===== src/rtl/secuenciador_compuertas.sv =====
// Sweeps the four {A,B} vectors through a combinational gate unit and returns the captured truth table.
// Optional golden-table check of the captured result: define SECUENCIADOR_CHECK_EN.
module secuenciador_compuertas #(
    parameter int unsigned SETTLE_CYCLES = 1
) (
    input  logic       clk,
    input  logic       rst_n,
    input  logic       start,
    input  logic [2:0] op,
    output logic       gate_a,
    output logic       gate_b,
    input  logic [6:0] gate_out,
    output logic       busy,
    output logic       result_valid,
    input  logic       result_ready,
    output logic [3:0] tabla,
    output logic       error
`ifdef SECUENCIADOR_CHECK_EN
    ,
    output logic       mismatch
`endif
);

    localparam int unsigned CNT_W  = (SETTLE_CYCLES < 2) ? 1 : $clog2(SETTLE_CYCLES + 1);
    localparam int unsigned IDX_W  = 2;
    localparam int unsigned OP_W   = 3;
    localparam int unsigned TAB_W  = 4;

    typedef enum logic [1:0] {
        IDLE,
        SWEEP,
        DONE
    } state_t;

    state_t             state_q, state_d;
    logic [IDX_W-1:0]   idx_q, idx_d;
    logic [CNT_W-1:0]   cnt_q, cnt_d;
    logic [OP_W-1:0]    op_q, op_d;
    logic               gate_a_d, gate_b_d;
    logic               busy_d, result_valid_d, error_d;
    logic [TAB_W-1:0]   tabla_d;
`ifdef SECUENCIADOR_CHECK_EN
    logic               mismatch_d;

    // Reference truth table per op, indexed by {A,B}
    function automatic logic [TAB_W-1:0] golden(input logic [OP_W-1:0] sel);
        case (sel)
            3'd0:    golden = 4'b0011;
            3'd1:    golden = 4'b1000;
            3'd2:    golden = 4'b1110;
            3'd3:    golden = 4'b0110;
            3'd4:    golden = 4'b0111;
            3'd5:    golden = 4'b0001;
            3'd6:    golden = 4'b1001;
            default: golden = 4'b0000;
        endcase
    endfunction
`endif

    // State and output registers
    always_ff @(posedge clk or negedge rst_n) begin
        if (!rst_n) begin
            state_q      <= IDLE;
            idx_q        <= '0;
            cnt_q        <= '0;
            op_q         <= '0;
            gate_a       <= 1'b0;
            gate_b       <= 1'b0;
            busy         <= 1'b0;
            result_valid <= 1'b0;
            tabla        <= '0;
            error        <= 1'b0;
`ifdef SECUENCIADOR_CHECK_EN
            mismatch     <= 1'b0;
`endif
        end else begin
            state_q      <= state_d;
            idx_q        <= idx_d;
            cnt_q        <= cnt_d;
            op_q         <= op_d;
            gate_a       <= gate_a_d;
            gate_b       <= gate_b_d;
            busy         <= busy_d;
            result_valid <= result_valid_d;
            tabla        <= tabla_d;
            error        <= error_d;
`ifdef SECUENCIADOR_CHECK_EN
            mismatch     <= mismatch_d;
`endif
        end
    end

    // Next-state and next-output logic
    always_comb begin
        state_d        = state_q;
        idx_d          = idx_q;
        cnt_d          = cnt_q;
        op_d           = op_q;
        gate_a_d       = gate_a;
        gate_b_d       = gate_b;
        busy_d         = busy;
        result_valid_d = result_valid;
        tabla_d        = tabla;
        error_d        = error;
`ifdef SECUENCIADOR_CHECK_EN
        mismatch_d     = mismatch;
`endif
        case (state_q)
            IDLE: begin
                gate_a_d = 1'b0;
                gate_b_d = 1'b0;
                busy_d   = 1'b0;
                if (start) begin
                    tabla_d = '0;
                    if (op == 3'd7) begin
                        state_d        = DONE;
                        error_d        = 1'b1;
                        result_valid_d = 1'b1;
`ifdef SECUENCIADOR_CHECK_EN
                        mismatch_d     = 1'b0;
`endif
                    end else begin
                        state_d = SWEEP;
                        op_d    = op;
                        idx_d   = '0;
                        cnt_d   = '0;
                        busy_d  = 1'b1;
                        error_d = 1'b0;
                    end
                end
            end
            SWEEP: begin
                if (cnt_q == CNT_W'(SETTLE_CYCLES - 1)) begin
                    tabla_d[idx_q] = gate_out[op_q];
                    cnt_d          = '0;
                    idx_d          = idx_q + IDX_W'(1);
                    if (idx_q == IDX_W'(3)) begin
                        state_d        = DONE;
                        busy_d         = 1'b0;
                        result_valid_d = 1'b1;
                        gate_a_d       = 1'b0;
                        gate_b_d       = 1'b0;
`ifdef SECUENCIADOR_CHECK_EN
                        mismatch_d     = (tabla_d != golden(op_q));
`endif
                    end else begin
                        {gate_a_d, gate_b_d} = idx_d;
                    end
                end else begin
                    cnt_d = cnt_q + CNT_W'(1);
                end
            end
            DONE: begin
                if (result_ready) begin
                    state_d        = IDLE;
                    result_valid_d = 1'b0;
                    error_d        = 1'b0;
`ifdef SECUENCIADOR_CHECK_EN
                    mismatch_d     = 1'b0;
`endif
                end
            end
            default: state_d = IDLE;
        endcase
    end

endmodule

===== config.mk =====
export PLATFORM = sky130hd
export DESIGN_NAME = secuenciador_compuertas
export DESIGN_NICKNAME = d
export VERILOG_FILES = /design/src/rtl/secuenciador_compuertas.sv
export SDC_FILE = /design/constraint.sdc
export NUM_CORES = 1
export LEC_CHECK = 0
export BUFFER_PORTS_ARGS = -buffer_cell sky130_fd_sc_hd__buf_2
export CAP_MARGIN = 40
export CORE_UTILIZATION = 42
export CTS_CLUSTER_SIZE = 40
export DETAILED_ROUTE_END_ITERATION = 16
export GPL_ROUTABILITY_DRIVEN = 0
export GPL_TIMING_DRIVEN = 1
export PLACE_DENSITY_LB_ADDON = 0.05
export SYNTH_ARGS = -nofsm -noshare
export SYNTH_HDL_FRONTEND = slang
export SYNTH_SLANG_ARGS = --single-unit
export TNS_END_PERCENT = 50

===== constraint.sdc =====
create_clock -name clk -period 2.1 [get_ports clk]
set_input_delay 0.63 -clock clk [delete_from_list [all_inputs] [get_ports clk]]
set_output_delay 0.63 -clock clk [all_outputs]
set_load 0.01 [all_outputs]

# After elaboration in Yosys (flattened, before gate mapping)

Cells that the tools add are included.

Register bits: 17
Bits in latches: 0
Bits of input ports: 14
RAM bits: 0
Output and inout port bits: 9
Memories kept: 0
ROM bits: 0
Word-level logic and storage cells: 82

Bitwise operators: 1
Divide/modulo/power cells: 0
Muxes and demuxes: 42
$lt $le $gt $ge: 3
Shifts and indexed selects: 0
Multipliers: 0
Equality and inequality tests: 10
$add $sub $neg: 2
Reduce and logical (&&, ||, !) cells: 14

Operators with widths:

| kind                  | count |
|---|---|
| $mux W1               | 20 |
| $mux W2               | 8 |
| $reduce_and A3 Y1     | 5 |
| $ne A2 B2 Y1 const B  | 6 |
| $pmux W1 S2           | 5 |
| $mux W4               | 2 |
| $pmux W4 S2           | 1 |
| $reduce_and A4 Y1     | 2 |
| $pmux W2 S3           | 1 |
| $reduce_and A6 Y1     | 1 |
| $bwmux W4             | 1 |
| $eq A2 B2 Y1 const B  | 2 |
| $lt A3 B4 Y1 const B  | 1 |
| $pmux W2 S2           | 1 |
| $reduce_bool A2 Y1    | 2 |
| $bmux W1 S3           | 1 |
| $eq A3 B3 Y1 const B  | 1 |
| $lt A2 B3 Y1 const B  | 1 |
| $pmux W1 S3           | 1 |
| $reduce_bool A3 Y1    | 1 |
| $add A2 B1 Y2 const B | 1 |
| $demux W1 S2          | 1 |
| $eq A2 B1 Y1 const B  | 1 |
| $ge A2 B1 Y1 const B  | 1 |
| 5 further kinds       | 5 |

# Longest topological paths before layout

Gate-level depths: netlist of the first run.

Word-level depth: 7
Mapped depth: 7
Mapped depth without buffers: 6

# Worst setup path after synthesis of the first run

OpenSTA, ideal clock, no wires.

Kind: reg-to-reg
From: register state_q[0]
To: register state_q[1]
Setup slack: 0.599 ns
Data required time: 2.023 ns
Library setup time: 0.077 ns
Arrival: 1.424 ns
Buffers on the path: 1
Period minus slack after synthesis: 1.501 ns
Stages on the path, launching flop included: 8
Path through: dfrtp_1 inv_1 ha_1 buf_2 nand2b_1 nand2_1 or2_2 a21oi_1

Cells in the longest elaborated chain, start to end: 3
Elaborated cells on any way between the ends: 9
Those cells by class: eq/ne: 6; mux: 1; reduce/logical: 2

RTL lines:

| element                              | RTL line | RTL |
|---|---|---|
| start, declared                      | 35       | `state_t state_q, state_d;` |
| start signal, assigned               | 77       | `state_q <= state_d;` |
| $eq A2 B2 Y1 (tied with other cells) | 108      | `case (state_q)` |
| $ne A2 B2 Y1 (no line)               | --       |  |
| $reduce_and A4 Y1 (no line)          | --       |  |

Parallel ways exist; a longest one is shown, timed or not.
A chain may end at the register's enable or synchronous reset.

# Final worst setup path of the first run

From: register state_q[1]
To: register busy

Cells in the longest elaborated chain, start to end: 3
Elaborated cells on any way between the ends: 7
Those cells by class: eq/ne: 3; mux: 1; reduce/logical: 3

RTL lines:

| element                                                             | RTL line | RTL |
|---|---|---|
| $eq A2 B1 Y1 / $logic_not A2 Y1 (equally long branches)             | 108      |  |
| $ne A2 B2 Y1 (no line) / $reduce_bool A2 Y1 (equally long branches) | --       |  |
| $reduce_and A3 Y1 (no line)                                         | --       |  |
| end signal, assigned                                                | 83       | `busy <= busy_d;` |
| end, declared                                                       | 13       | `output logic busy,` |

Parallel ways exist; a longest one is shown, timed or not.

==> impl_results.html, run 1 <==
<table>
<tr><th>Metric</th><th>Value</th></tr>
<tr><th colspan="2">Status</th></tr>
<tr><td>Status</td><td>complete, no violations</td></tr>
<tr><th colspan="2">STA</th></tr>
<tr><td>Final count of negative-setup-slack endpoints</td><td>0</td></tr>
<tr><td>Unrepaired setup endpoints after global routing</td><td>no</td></tr>
<tr><td>Total Negative Setup Slacks</td><td>0 ps</td></tr>
<tr><td>Relative slew margins</td><td>a little under three quarters</td></tr>
<tr><td>Fraction of the cycle the final worst path needs</td><td>81.9%</td></tr>
<tr><td>Max Transition Viols Final</td><td>0</td></tr>
<tr><td>Smallest setup slack after layout</td><td>about 380 ps</td></tr>
<tr><td>Min Tclk post-route</td><td>around 1700 ps</td></tr>
<tr><td>Final-report hold violation count</td><td>0</td></tr>
<tr><td>Highest achievable clock rate</td><td>581 MHz</td></tr>
<tr><td>Actual transition at the worst max-transition pin</td><td>~420 ps</td></tr>
<tr><td>Worst Clk Skew</td><td>between 1 and 1.5 ps</td></tr>
<tr><th colspan="2">Setup path</th></tr>
<tr><td>Path depth of the worst reg2reg path</td><td>6</td></tr>
<tr><td>Critical Path Start Type</td><td>register</td></tr>
<tr><td>Worst reg2reg path startpoint</td><td>state_q[1]</td></tr>
<tr><td>Setup slack on the worst flop-to-flop path</td><td>about 380 ps</td></tr>
<tr><td>WP data required</td><td>roughly 2300 ps</td></tr>
<tr><td>Worst setup path startpoint</td><td>state_q[1]</td></tr>
<tr><td>Setup crit end kind</td><td>register</td></tr>
<tr><td>Critical Setup Path Class</td><td>register to register</td></tr>
<tr><td>Reg2reg end</td><td>busy</td></tr>
<tr><td>Data arrival, critical path</td><td>1920 ps</td></tr>
<tr><td>Crit path max fanout</td><td>9</td></tr>
<tr><th colspan="2">Floorplanning</th></tr>
<tr><td>Effective utilization at floorplan</td><td>a little under half</td></tr>
<tr><td>Area of the die</td><td>roughly 2400 um2</td></tr>
<tr><td>Num rows</td><td>16</td></tr>
<tr><td>Vertical die dimension</td><td>48.6 um</td></tr>
<tr><td>Die outline width</td><td>48.6 um</td></tr>
<tr><td>Placeable Area</td><td>2000 um2</td></tr>
<tr><td>Top Ports</td><td>23</td></tr>
<tr><th colspan="2">Clocking</th></tr>
<tr><td>Later-pin clock latency in the skew report</td><td>between 200 and 300 ps</td></tr>
<tr><td>Max Buffers Root-to-Sink</td><td>2</td></tr>
<tr><td>CTS tree</td><td>yes</td></tr>
<tr><td>Number of levels in the clock H-tree</td><td>1</td></tr>
<tr><td>Number of buffers added to fix hold violations after cts</td><td>0</td></tr>
<tr><td>Number of gates resized after cts</td><td>0</td></tr>
<tr><td>CTS sink count</td><td>16</td></tr>
<tr><td>Number of buffers created by CTS</td><td>3</td></tr>
<tr><td>Register clock-pin slew on the reported worst setup and hold paths</td><td>approximately 90 ps</td></tr>
<tr><td>Clock root buffer master</td><td>clkbuf_4</td></tr>
<tr><td>Count of buffers added by post-CTS timing repair for setup</td><td>0</td></tr>
<tr><th colspan="2">Route</th></tr>
<tr><td>Overall via count from detail_route</td><td>between 700 and 800</td></tr>
<tr><td>Post-detailed-route count of antenna-violating nets</td><td>0</td></tr>
<tr><td>Number of vias per cell after detailed routing</td><td>around 5.4</td></tr>
<tr><td>Drt total wl</td><td>between 1.5 and 2 mm</td></tr>
<tr><td>Drt first-iter violations</td><td>9</td></tr>
<tr><td>Drt wl/cell</td><td>13.9 um</td></tr>
<tr><td>Post-route DRC</td><td>0</td></tr>
<tr><td>First-pass detailed-route iteration total</td><td>4</td></tr>
<tr><th colspan="2">Power</th></tr>
<tr><td>Maximum resistive drop on vdd</td><td>about 0.63 mV</td></tr>
<tr><td>Pwr per Cell Area</td><td>1390 nW/um2</td></tr>
<tr><td>Leakage component of the power</td><td>about 0.00055 uW</td></tr>
<tr><th colspan="2">Worst hold path</th></tr>
<tr><td>Path class of the lowest-slack min-delay path</td><td>input port to asynchronous set/reset pin</td></tr>
<tr><th colspan="2">Layout</th></tr>
<tr><td>Most frequent standard cell in the layout excluding fill and tap cells</td><td>buf_2</td></tr>
<tr><td>Number of inserted diodes</td><td>0</td></tr>
<tr><td>Top library cells by usage in the layout, fill and taps aside</td><td>22 x buf_2, 16 x dfrtp_1, 8 x o21ai_0, 8 x a21oi_1, 8 x ha_1</td></tr>
<tr><td>Share of the core filled with cells</td><td>a little over half</td></tr>
<tr><td>Number of fill cells in the layout</td><td>between 150 and 200</td></tr>
<tr><td>Count of non-filler cells in the finished layout</td><td>about 140</td></tr>
<tr><td>Final Cell Area</td><td>between 1000 and 1500 um2</td></tr>
<tr><td>Relative area change from synthesis to final layout</td><td>19.2%</td></tr>
<tr><td>Share of cells above drive strength 1</td><td>28.1%</td></tr>
<tr><td>Post-layout net count</td><td>approximately 140</td></tr>
<tr><th colspan="2">Synth</th></tr>
<tr><td>Count of warnings emitted by yosys</td><td>0</td></tr>
<tr><td>Post-synthesis instance total</td><td>90</td></tr>
<tr><td>Sequential area share after synthesis</td><td>43.9%</td></tr>
<tr><td>Top cells by area, synth</td><td>dfrtp_1 44%, ha_1 11%, a21oi_1 4.4%</td></tr>
<tr><td>Cell type with the largest total area after synthesis</td><td>dfrtp_1</td></tr>
<tr><td>Number of distinct standard cells referenced by the synthesized netlist</td><td>26</td></tr>
<tr><td>Top cell type's share of synthesized area</td><td>a little over two fifths</td></tr>
<tr><td>Netlist area before placement</td><td>a little over 900 um2</td></tr>
<tr><td>Number of storage elements in the synthesis netlist</td><td>16</td></tr>
<tr><td>Post-synthesis area per instance</td><td>10.1 um2</td></tr>
<tr><td>Synthesized Nets</td><td>~110</td></tr>
<tr><th colspan="2">Place</th></tr>
<tr><td>Detailed-placement wirelength estimate</td><td>roughly 1.5 mm</td></tr>
<tr><td>Worst slack, placed</td><td>a little over 400 ps</td></tr>
<tr><td>Placed Instances</td><td>~140</td></tr>
<tr><td>Placed instance area</td><td>about 1100 um2</td></tr>
<tr><td>Number of input and output port buffers inserted</td><td>22</td></tr>
<tr><th colspan="2">Global routing</th></tr>
<tr><td>Total grt overflow</td><td>0</td></tr>
<tr><td>Wire length of the first global-routing pass</td><td>~3.4 mm</td></tr>
<tr><td>Vias in the first global route</td><td>about 730</td></tr>
<tr><td>Total track usage</td><td>between 10% and 20%</td></tr>
<tr><td>Initial antenna violation count</td><td>0</td></tr>
<tr><td>Maximum number of pins on one net before global-route repair</td><td>17</td></tr>
<tr><th colspan="2">Run</th></tr>
<tr><td>Maxcap violations</td><td>0</td></tr>
</table>
## per-stage QoR
stage / total power, uW / hold WS, ps
final: 1510 / 240
after CTS: 1520 / 252
after global routing: 1650 / 267
after floorplan: 1090 / 334
after detailed placement: 1310 / 480
after global placement: 1290 / 488
## power by group
group / total, uW / switching [uW] / internal, uW
clock: 205 / 99.5 / 106
combinational: 760 / 432 / 328
sequential: 542 / 113 / 429
total: 1510 / 645 / 862
## how the worst max path moves through the flow
stage | to | slack, ps | cells past startpoint
floorplan | state_q[1] | 600 | 7
global placement | result_valid | 470 | 5
detailed placement | busy | 400 | 6
CTS | busy | 380 | 6
global route | busy | 220 | 6
finish | busy | 380 | 6
## cells in the mapped netlist, drive strengths merged
master   n
and3     1
o221ai   1
o21ai    8
o311ai   1
mux2i    3
a22o     4
nor2     4
nand2    6
o22a     3
a311oi   3
o41ai    2
a21oi    8
nand2b   2
clkbuf   2
mux2     1
inv      7
dfrtp   16
nand3    3
a211oi   1
nor2b    1
ha       8
nand3b   1
or2      1
buf      1
o31ai    2
## state kept, by name, summed over array words and instances, names as in the netlist
signal,flops
op_q,3
gate_a,1
tabla,4
gate_b,1
error,1
busy,1
result_valid,1
state_q,2
idx_q,2
## logic make-up after synthesis
group           after synthesis  synth area share (%)
flops                        16                  43.9
fa+ha+maj                     8                  11.0
compound gates               33                  26.3
buf+inv                      10                  4.25
mux                           4                  4.53
simple gates                 19                  10.0
## layer usage
metal	GRT usage, %	up-vias	part of all wire [%]
li1	-	384	-
met1	26.7	357	50
met2	28.0	19	44
met3	3.14	4	3.6
met4	9.80	0	2.3
met5	0	-	0
## critical path: stages, from the launching register on
cell	delay [ps]
dfrtp_1	410
inv_1	110
ha_1	320
nand2_1	260
nor2_1	280
a21oi_1	60
o21ai_0	190
## final cells by class
cell class / instances / area [um2] / share of cell area (%)
multi-input cells: 64 / 473 / 43.5
flip-flops and latches: 16 / 400 / 36.8
repair buffers: 23 / 118 / 10.8
clock buffers: 4 / 36.3 / 3.34
well taps: 27 / 33.8 / 3.11
inverters: 7 / 26.3 / 2.42
Note: power is estimated with default switching activity, not from simulation.
==> inputs of run 2 (changes only) <==
- clock period: 2.1 -> 1.65 ns (I/O delays scaled with it)
==> impl_results.html, run 2 (synthesis results as in run 1) <==
<table>
<tr><th>Metric</th><th>Value</th></tr>
<tr><th colspan="2">Status</th></tr>
<tr><td>Status</td><td>complete, no violations</td></tr>
<tr><th colspan="2">Power</th></tr>
<tr><td>Power spent charging and discharging nets</td><td>831 uW (+29%)</td></tr>
<tr><td>Share of power burned in the clock network</td><td>13.2% (-0.4 points)</td></tr>
<tr><td>Fraction of power consumed by sequential logic</td><td>34.5% (-1.5 points)</td></tr>
<tr><td>Combinational group share of total power</td><td>52.3% (+1.9 points)</td></tr>
<tr><td>Internal power</td><td>1150 uW (+34%)</td></tr>
<tr><td>Maximum resistive drop on vdd</td><td>0.845 mV (+34%)</td></tr>
<tr><td>Fraction of power spent switching nets</td><td>41.8% (-0.95 points)</td></tr>
<tr><td>Leakage component of the power</td><td>0.000564 uW (+3.3%)</td></tr>
<tr><td>Pwr per Cell Area</td><td>1770 nW/um2 (+27%)</td></tr>
<tr><th colspan="2">Setup path</th></tr>
<tr><td>Critical Setup Path Class</td><td>register to register</td></tr>
<tr><td>Setup crit end kind</td><td>register</td></tr>
<tr><td>WP data required</td><td>1830 ps (-470 ps)</td></tr>
<tr><td>Data arrival, critical path</td><td>1670 ps (-250 ps)</td></tr>
<tr><td>Crit path max fanout</td><td>7 (-2)</td></tr>
<tr><td>Critical Path Start Type</td><td>register</td></tr>
<tr><th colspan="2">Clocking</th></tr>
<tr><td>Number of gates resized after cts</td><td>0 (unchanged)</td></tr>
<tr><td>Count of buffers added by post-CTS timing repair for setup</td><td>0 (unchanged)</td></tr>
<tr><td>Number of buffers added to fix hold violations after cts</td><td>0 (unchanged)</td></tr>
<tr><td>Max Buffers Root-to-Sink</td><td>2 (unchanged)</td></tr>
<tr><td>Number of buffers created by CTS</td><td>3 (unchanged)</td></tr>
<tr><td>CTS tree</td><td>yes</td></tr>
<tr><td>Clock root buffer master</td><td>clkbuf_4</td></tr>
<tr><td>CTS sink count</td><td>16 (unchanged)</td></tr>
<tr><td>Number of levels in the clock H-tree</td><td>1 (unchanged)</td></tr>
<tr><td>Register clock-pin slew on the reported worst setup and hold paths</td><td>100 ps (about the same)</td></tr>
<tr><td>Later-pin clock latency in the skew report</td><td>290 ps (about the same)</td></tr>
<tr><th colspan="2">Route</th></tr>
<tr><td>Number of vias per cell after detailed routing</td><td>5.44 (+0.42%)</td></tr>
<tr><td>Post-detailed-route count of antenna-violating nets</td><td>0 (unchanged)</td></tr>
<tr><td>Drt first-iter violations</td><td>8 (-1)</td></tr>
<tr><td>Post-route DRC</td><td>0 (unchanged)</td></tr>
<tr><td>Overall via count from detail_route</td><td>789 (+3.3%)</td></tr>
<tr><td>Drt wl/cell</td><td>12.8 um (-7.7%)</td></tr>
<tr><td>First-pass detailed-route iteration total</td><td>4 (unchanged)</td></tr>
<tr><td>Drt total wl</td><td>1.86 mm (-5.1%)</td></tr>
<tr><th colspan="2">Floorplanning</th></tr>
<tr><td>Die outline width</td><td>48.6 um (unchanged)</td></tr>
<tr><td>Top Ports</td><td>23 (unchanged)</td></tr>
<tr><td>Num rows</td><td>16 (unchanged)</td></tr>
<tr><td>Area of the die</td><td>2360 um2 (unchanged)</td></tr>
<tr><td>Vertical die dimension</td><td>48.6 um (unchanged)</td></tr>
<tr><td>Placeable Area</td><td>2000 um2 (unchanged)</td></tr>
<tr><td>Effective utilization at floorplan</td><td>45.6% (unchanged)</td></tr>
<tr><th colspan="2">Global routing</th></tr>
<tr><td>Initial antenna violation count</td><td>0 (unchanged)</td></tr>
<tr><td>Total grt overflow</td><td>0 (unchanged)</td></tr>
<tr><td>Vias in the first global route</td><td>783 (+6.7%)</td></tr>
<tr><td>Wire length of the first global-routing pass</td><td>3.41 mm (+0.41%)</td></tr>
<tr><td>Maximum number of pins on one net before global-route repair</td><td>17 (unchanged)</td></tr>
<tr><td>Total track usage</td><td>18.5% (-0.50 points)</td></tr>
<tr><th colspan="2">Layout</th></tr>
<tr><td>Top library cells by usage in the layout, fill and taps aside</td><td>22 x buf_2, 16 x dfrtp_1, 8 x o21ai_0, 8 x a21oi_1</td></tr>
<tr><td>Post-layout net count</td><td>141 (+2.9%)</td></tr>
<tr><td>Multi-input combinational cell area</td><td>480 um2 (+1.6%)</td></tr>
<tr><td>Number of flip-flops in the largest register</td><td>4 (unchanged)</td></tr>
<tr><td>Register ranked first by flip-flop count</td><td>tabla</td></tr>
<tr><td>Relative area change from synthesis to final layout</td><td>23.3%</td></tr>
<tr><td>Number of inserted diodes</td><td>0 (unchanged)</td></tr>
<tr><td>Share of the core filled with cells</td><td>56.2% (+1.9 points)</td></tr>
<tr><td>Number of fill cells in the layout</td><td>193 (-1.5%)</td></tr>
<tr><td>Most frequent standard cell in the layout excluding fill and tap cells</td><td>buf_2</td></tr>
<tr><td>Area taken by flip-flops and latches</td><td>400 um2 (unchanged)</td></tr>
<tr><td>Share of cells above drive strength 1</td><td>33.1% (+5.0 points)</td></tr>
<tr><td>Leading registers by flop count</td><td>tabla x4, op_q x3</td></tr>
<tr><td>Count of non-filler cells in the finished layout</td><td>145 (+2.8%)</td></tr>
<tr><th colspan="2">STA</th></tr>
<tr><td>Final count of negative-setup-slack endpoints</td><td>0 (unchanged)</td></tr>
<tr><td>Highest achievable clock rate</td><td>671 MHz (+15%)</td></tr>
<tr><td>Unrepaired setup endpoints after global routing</td><td>yes</td></tr>
<tr><td>Relative slew margins</td><td>68.8% (-3.1 points)</td></tr>
<tr><td>Min Tclk post-route</td><td>1490 ps (-230 ps)</td></tr>
<tr><td>Hold WS</td><td>96.0 ps (-144 ps)</td></tr>
<tr><td>Smallest setup slack after layout</td><td>159 ps (-220 ps)</td></tr>
<tr><td>Final-report hold violation count</td><td>0 (unchanged)</td></tr>
<tr><td>Max Transition Viols Final</td><td>0 (unchanged)</td></tr>
<tr><td>Total Negative Setup Slacks</td><td>0 ps (unchanged)</td></tr>
<tr><td>Worst Clk Skew</td><td>8.61 ps (+7.25 ps)</td></tr>
<tr><td>Actual transition at the worst max-transition pin</td><td>467 ps (+46.0 ps)</td></tr>
<tr><td>Fraction of the cycle the final worst path needs</td><td>90.4% (+8.4 points)</td></tr>
<tr><th colspan="2">Place</th></tr>
<tr><td>Placed Instances</td><td>141 (+2.9%)</td></tr>
<tr><td>Detailed-placement wirelength estimate</td><td>1.43 mm (-4.5%)</td></tr>
<tr><td>Number of input and output port buffers inserted</td><td>22 (unchanged)</td></tr>
<tr><td>Worst slack, placed</td><td>123 ps (-282 ps)</td></tr>
<tr><th colspan="2">Run</th></tr>
<tr><td>Maxcap violations</td><td>0 (unchanged)</td></tr>
<tr><th colspan="2">Worst hold path</th></tr>
<tr><td>Path class of the lowest-slack min-delay path</td><td>input port to asynchronous set/reset pin</td></tr>
</table>
-- run 2: path summary, 6_finish.rpt --
kind                            startpoint      endpoint  cells after the start  slack, ps
worst min-delay path                 rst_n      tabla[0]                      1        100
max in group asynchronous            rst_n  result_valid                      1       1290
min in group clk                     op[2]       op_q[2]                      2        460
worst max register to register  state_q[1]    state_q[1]                      5        160
worst max-delay path            state_q[1]    state_q[1]                      5        160
worst min register to register      gate_a        gate_a                      1        510
-- run 2: layer usage --
layer | up-vias | wire (um) | GRT usage [%]
li1 | 388 | - | -
met1 | 378 | 884 | 23.7
met2 | 19 | 881 | 30.6
met3 | 4 | 68 | 3.14
met4 | 0 | 27 | 8.33
met5 | - | 0 | 0
-- run 2: through the flow --
stage	power (uW)	area (um2)
finish	1990	1120
global route	2190	1120
CTS	1980	1120
detailed placement	1710	1080
global placement	1690	1080
floorplan	1380	912
-- run 2: area by class of cell --
type                            instances  share of cell area, %
Clock buffer                            4                   3.23
Multi-Input combinational cell         64                   42.7
Timing Repair Buffer                   27                   13.1
Tap cell                               27                   3.00
Inverter                                7                   2.34
Sequential cell                        16                   35.6
-- run 2: power by group through the flow --
stage | clock (uW) | combinational (uW) | sequential [uW]
after floorplan | 0 | 680 | 703
after global placement | 0 | 1010 | 688
after detailed placement | 0 | 1020 | 691
after CTS | 267 | 1030 | 685
after global routing | 291 | 1180 | 714
final | 262 | 1040 | 685
-- run 2: critical path, stage by stage (launching register included) --
cell	delay (ps)
dfrtp_1	410
inv_1	110
ha_1	190
nor2b_1	420
or2_2	200
a21oi_1	60
==> inputs of run 3 (changes only) <==
- MAX_ROUTING_LAYER: not set -> met4
==> impl_results.html, run 3 (synthesis results as in run 1) <==
<table>
<tr><th>Metric</th><th>Value</th></tr>
<tr><th colspan="2">Setup path</th></tr>
<tr><td>CP endpoint</td><td>state_q[1]</td></tr>
<tr><td>Worst reg2reg path startpoint</td><td>state_q[1]</td></tr>
<tr><td>Critical Path Start Type</td><td>register</td></tr>
<tr><td>Data arrival, critical path</td><td>1670 ps (about the same)</td></tr>
<tr><td>Critical Setup Path Class</td><td>register to register</td></tr>
<tr><td>Worst setup path startpoint</td><td>state_q[1]</td></tr>
<tr><td>Path depth of the worst reg2reg path</td><td>5 (unchanged)</td></tr>
<tr><td>Setup crit end kind</td><td>register</td></tr>
<tr><td>Reg2reg end</td><td>state_q[1]</td></tr>
<tr><td>Setup slack on the worst flop-to-flop path</td><td>160 ps (about the same)</td></tr>
<tr><td>WP data required</td><td>1830 ps (about the same)</td></tr>
<tr><td>Crit path max fanout</td><td>7 (unchanged)</td></tr>
<tr><th colspan="2">Global routing</th></tr>
<tr><td>Wire length of the first global-routing pass</td><td>3.42 mm (+0.21%)</td></tr>
<tr><td>Vias in the first global route</td><td>783 (unchanged)</td></tr>
<tr><td>Initial antenna violation count</td><td>0 (unchanged)</td></tr>
<tr><td>Maximum number of pins on one net before global-route repair</td><td>17 (unchanged)</td></tr>
<tr><td>Total track usage</td><td>19.1% (+0.54 points)</td></tr>
<tr><td>Total grt overflow</td><td>0 (unchanged)</td></tr>
<tr><th colspan="2">Clocking</th></tr>
<tr><td>Later-pin clock latency in the skew report</td><td>290 ps (about the same)</td></tr>
<tr><td>Clock root buffer master</td><td>clkbuf_4</td></tr>
<tr><td>Number of buffers created by CTS</td><td>3 (unchanged)</td></tr>
<tr><td>Max Buffers Root-to-Sink</td><td>2 (unchanged)</td></tr>
<tr><td>Number of buffers added to fix hold violations after cts</td><td>0 (unchanged)</td></tr>
<tr><td>CTS sink count</td><td>16 (unchanged)</td></tr>
<tr><td>Count of buffers added by post-CTS timing repair for setup</td><td>0 (unchanged)</td></tr>
<tr><td>Number of levels in the clock H-tree</td><td>1 (unchanged)</td></tr>
<tr><td>Number of gates resized after cts</td><td>0 (unchanged)</td></tr>
<tr><td>Register clock-pin slew on the reported worst setup and hold paths</td><td>100 ps (about the same)</td></tr>
<tr><td>CTS tree</td><td>yes</td></tr>
<tr><th colspan="2">Route</th></tr>
<tr><td>First-pass detailed-route iteration total</td><td>4 (unchanged)</td></tr>
<tr><td>Drt wl/cell</td><td>12.8 um (unchanged)</td></tr>
<tr><td>Post-detailed-route count of antenna-violating nets</td><td>0 (unchanged)</td></tr>
<tr><td>Post-route DRC</td><td>0 (unchanged)</td></tr>
<tr><td>Drt first-iter violations</td><td>8 (unchanged)</td></tr>
<tr><td>Number of vias per cell after detailed routing</td><td>5.44 (unchanged)</td></tr>
<tr><td>Drt total wl</td><td>1.86 mm (unchanged)</td></tr>
<tr><td>Overall via count from detail_route</td><td>789 (unchanged)</td></tr>
<tr><th colspan="2">Layout</th></tr>
<tr><td>Number of fill cells in the layout</td><td>193 (unchanged)</td></tr>
<tr><td>Multi-input combinational cell area</td><td>480 um2 (unchanged)</td></tr>
<tr><td>Area taken by flip-flops and latches</td><td>400 um2 (unchanged)</td></tr>
<tr><td>Most frequent standard cell in the layout excluding fill and tap cells</td><td>buf_2</td></tr>
<tr><td>Number of inserted diodes</td><td>0 (unchanged)</td></tr>
<tr><td>Register ranked first by flip-flop count</td><td>tabla</td></tr>
<tr><td>Top library cells by usage in the layout, fill and taps aside</td><td>22 x buf_2, 16 x dfrtp_1, 8 x o21ai_0, 8 x a21oi_1</td></tr>
<tr><td>Leading registers by flop count</td><td>tabla x4, op_q x3</td></tr>
<tr><td>Share of cells above drive strength 1</td><td>33.1% (unchanged)</td></tr>
<tr><td>Number of flip-flops in the largest register</td><td>4 (unchanged)</td></tr>
<tr><td>Relative area change from synthesis to final layout</td><td>23.3% (unchanged)</td></tr>
<tr><td>Share of the core filled with cells</td><td>56.2% (unchanged)</td></tr>
<tr><td>Post-layout net count</td><td>141 (unchanged)</td></tr>
<tr><th colspan="2">STA</th></tr>
<tr><td>Smallest setup slack after layout</td><td>159 ps (unchanged)</td></tr>
<tr><td>Min Tclk post-route</td><td>1490 ps (unchanged)</td></tr>
<tr><td>Unrepaired setup endpoints after global routing</td><td>yes</td></tr>
<tr><td>Relative slew margins</td><td>68.8% (unchanged)</td></tr>
<tr><td>Final-report hold violation count</td><td>0 (unchanged)</td></tr>
<tr><td>Total Negative Setup Slacks</td><td>0 ps (unchanged)</td></tr>
<tr><td>Max Transition Viols Final</td><td>0 (unchanged)</td></tr>
<tr><td>Worst Clk Skew</td><td>8.60 ps (-0.00130 ps)</td></tr>
<tr><td>Actual transition at the worst max-transition pin</td><td>467 ps (unchanged)</td></tr>
<tr><td>Final count of negative-setup-slack endpoints</td><td>0 (unchanged)</td></tr>
<tr><td>Highest achievable clock rate</td><td>671 MHz (unchanged)</td></tr>
<tr><td>Fraction of the cycle the final worst path needs</td><td>90.4% (unchanged)</td></tr>
<tr><th colspan="2">Place</th></tr>
<tr><td>Number of input and output port buffers inserted</td><td>22 (unchanged)</td></tr>
<tr><td>Worst slack, placed</td><td>123 ps (unchanged)</td></tr>
<tr><td>Detailed-placement wirelength estimate</td><td>1.43 mm (unchanged)</td></tr>
<tr><th colspan="2">Worst hold path</th></tr>
<tr><td>Path class of the lowest-slack min-delay path</td><td>input port to asynchronous set/reset pin</td></tr>
<tr><th colspan="2">Floorplanning</th></tr>
<tr><td>Vertical die dimension</td><td>48.6 um (unchanged)</td></tr>
<tr><td>Top Ports</td><td>23 (unchanged)</td></tr>
<tr><td>Placeable Area</td><td>2000 um2 (unchanged)</td></tr>
<tr><td>Die outline width</td><td>48.6 um (unchanged)</td></tr>
<tr><td>Effective utilization at floorplan</td><td>45.6% (unchanged)</td></tr>
<tr><td>Area of the die</td><td>2360 um2 (unchanged)</td></tr>
<tr><td>Num rows</td><td>16 (unchanged)</td></tr>
<tr><th colspan="2">Power</th></tr>
<tr><td>Leakage component of the power</td><td>0.000564 uW (unchanged)</td></tr>
<tr><td>Maximum resistive drop on vdd</td><td>0.845 mV (about the same)</td></tr>
<tr><td>Pwr per Cell Area</td><td>1770 nW/um2 (unchanged)</td></tr>
<tr><td>Sum of internal, switching and leakage power</td><td>1990 uW (unchanged)</td></tr>
<tr><th colspan="2">Run</th></tr>
<tr><td>Maxcap violations</td><td>0 (unchanged)</td></tr>
<tr><th colspan="2">Status</th></tr>
<tr><td>Status</td><td>complete, no violations</td></tr>
</table>
-- run 3: cell counts in the layout (fill, tap and decap cells not counted) --
No cell type changed its count.
-- run 3: worst min path at each step --
stage / from / end / slack [ps] / cells past startpoint
global route: rst_n / tabla[0] / 120 / 1
CTS: rst_n / tabla[0] / 120 / 1
floorplan: rst_n / busy / 200 / 0
finish: rst_n / tabla[0] / 100 / 1
global placement: rst_n / tabla[3] / 430 / 1
detailed placement: rst_n / tabla[3] / 430 / 1
-- run 3: critical path: stages, from the launching register on --
cell     delay (ps)
dfrtp_1         410
inv_1           110
ha_1            190
nor2b_1         420
or2_2           200
a21oi_1          60
-- run 3: metrics by stage --
stage | cells | hold slack (ps) | instance area (um2)
3_5_place_dp | 141 | 433 | 1080
5_1_grt | 145 | 118 | 1120
2_1_floorplan | 90 | 199 | 912
3_3_place_gp | 141 | 431 | 1080
6_report | 145 | 96.0 | 1120
4_1_cts | 145 | 116 | 1120
-- run 3: layer usage --
layer | track usage (%) | wire length [um]
met1 | 23.7 | 884
met2 | 30.6 | 881
met3 | 3.14 | 68
met4 | 8.33 | 27
met5 | - | 0
-- run 3: layout make-up --
type	count	area share, %
clock buffer	4	3.23
inverter	7	2.34
multi-input combinational	64	42.7
sequential	16	35.6
tap	27	3.00
timing repair buffer	27	13.1
-- run 3: power breakdown --
group / internal [uW] / switching, uW / total, uW
registers: 546 / 140 / 685
logic: 475 / 563 / 1040
clock network: 134 / 128 / 262
total: 1150 / 831 / 1990
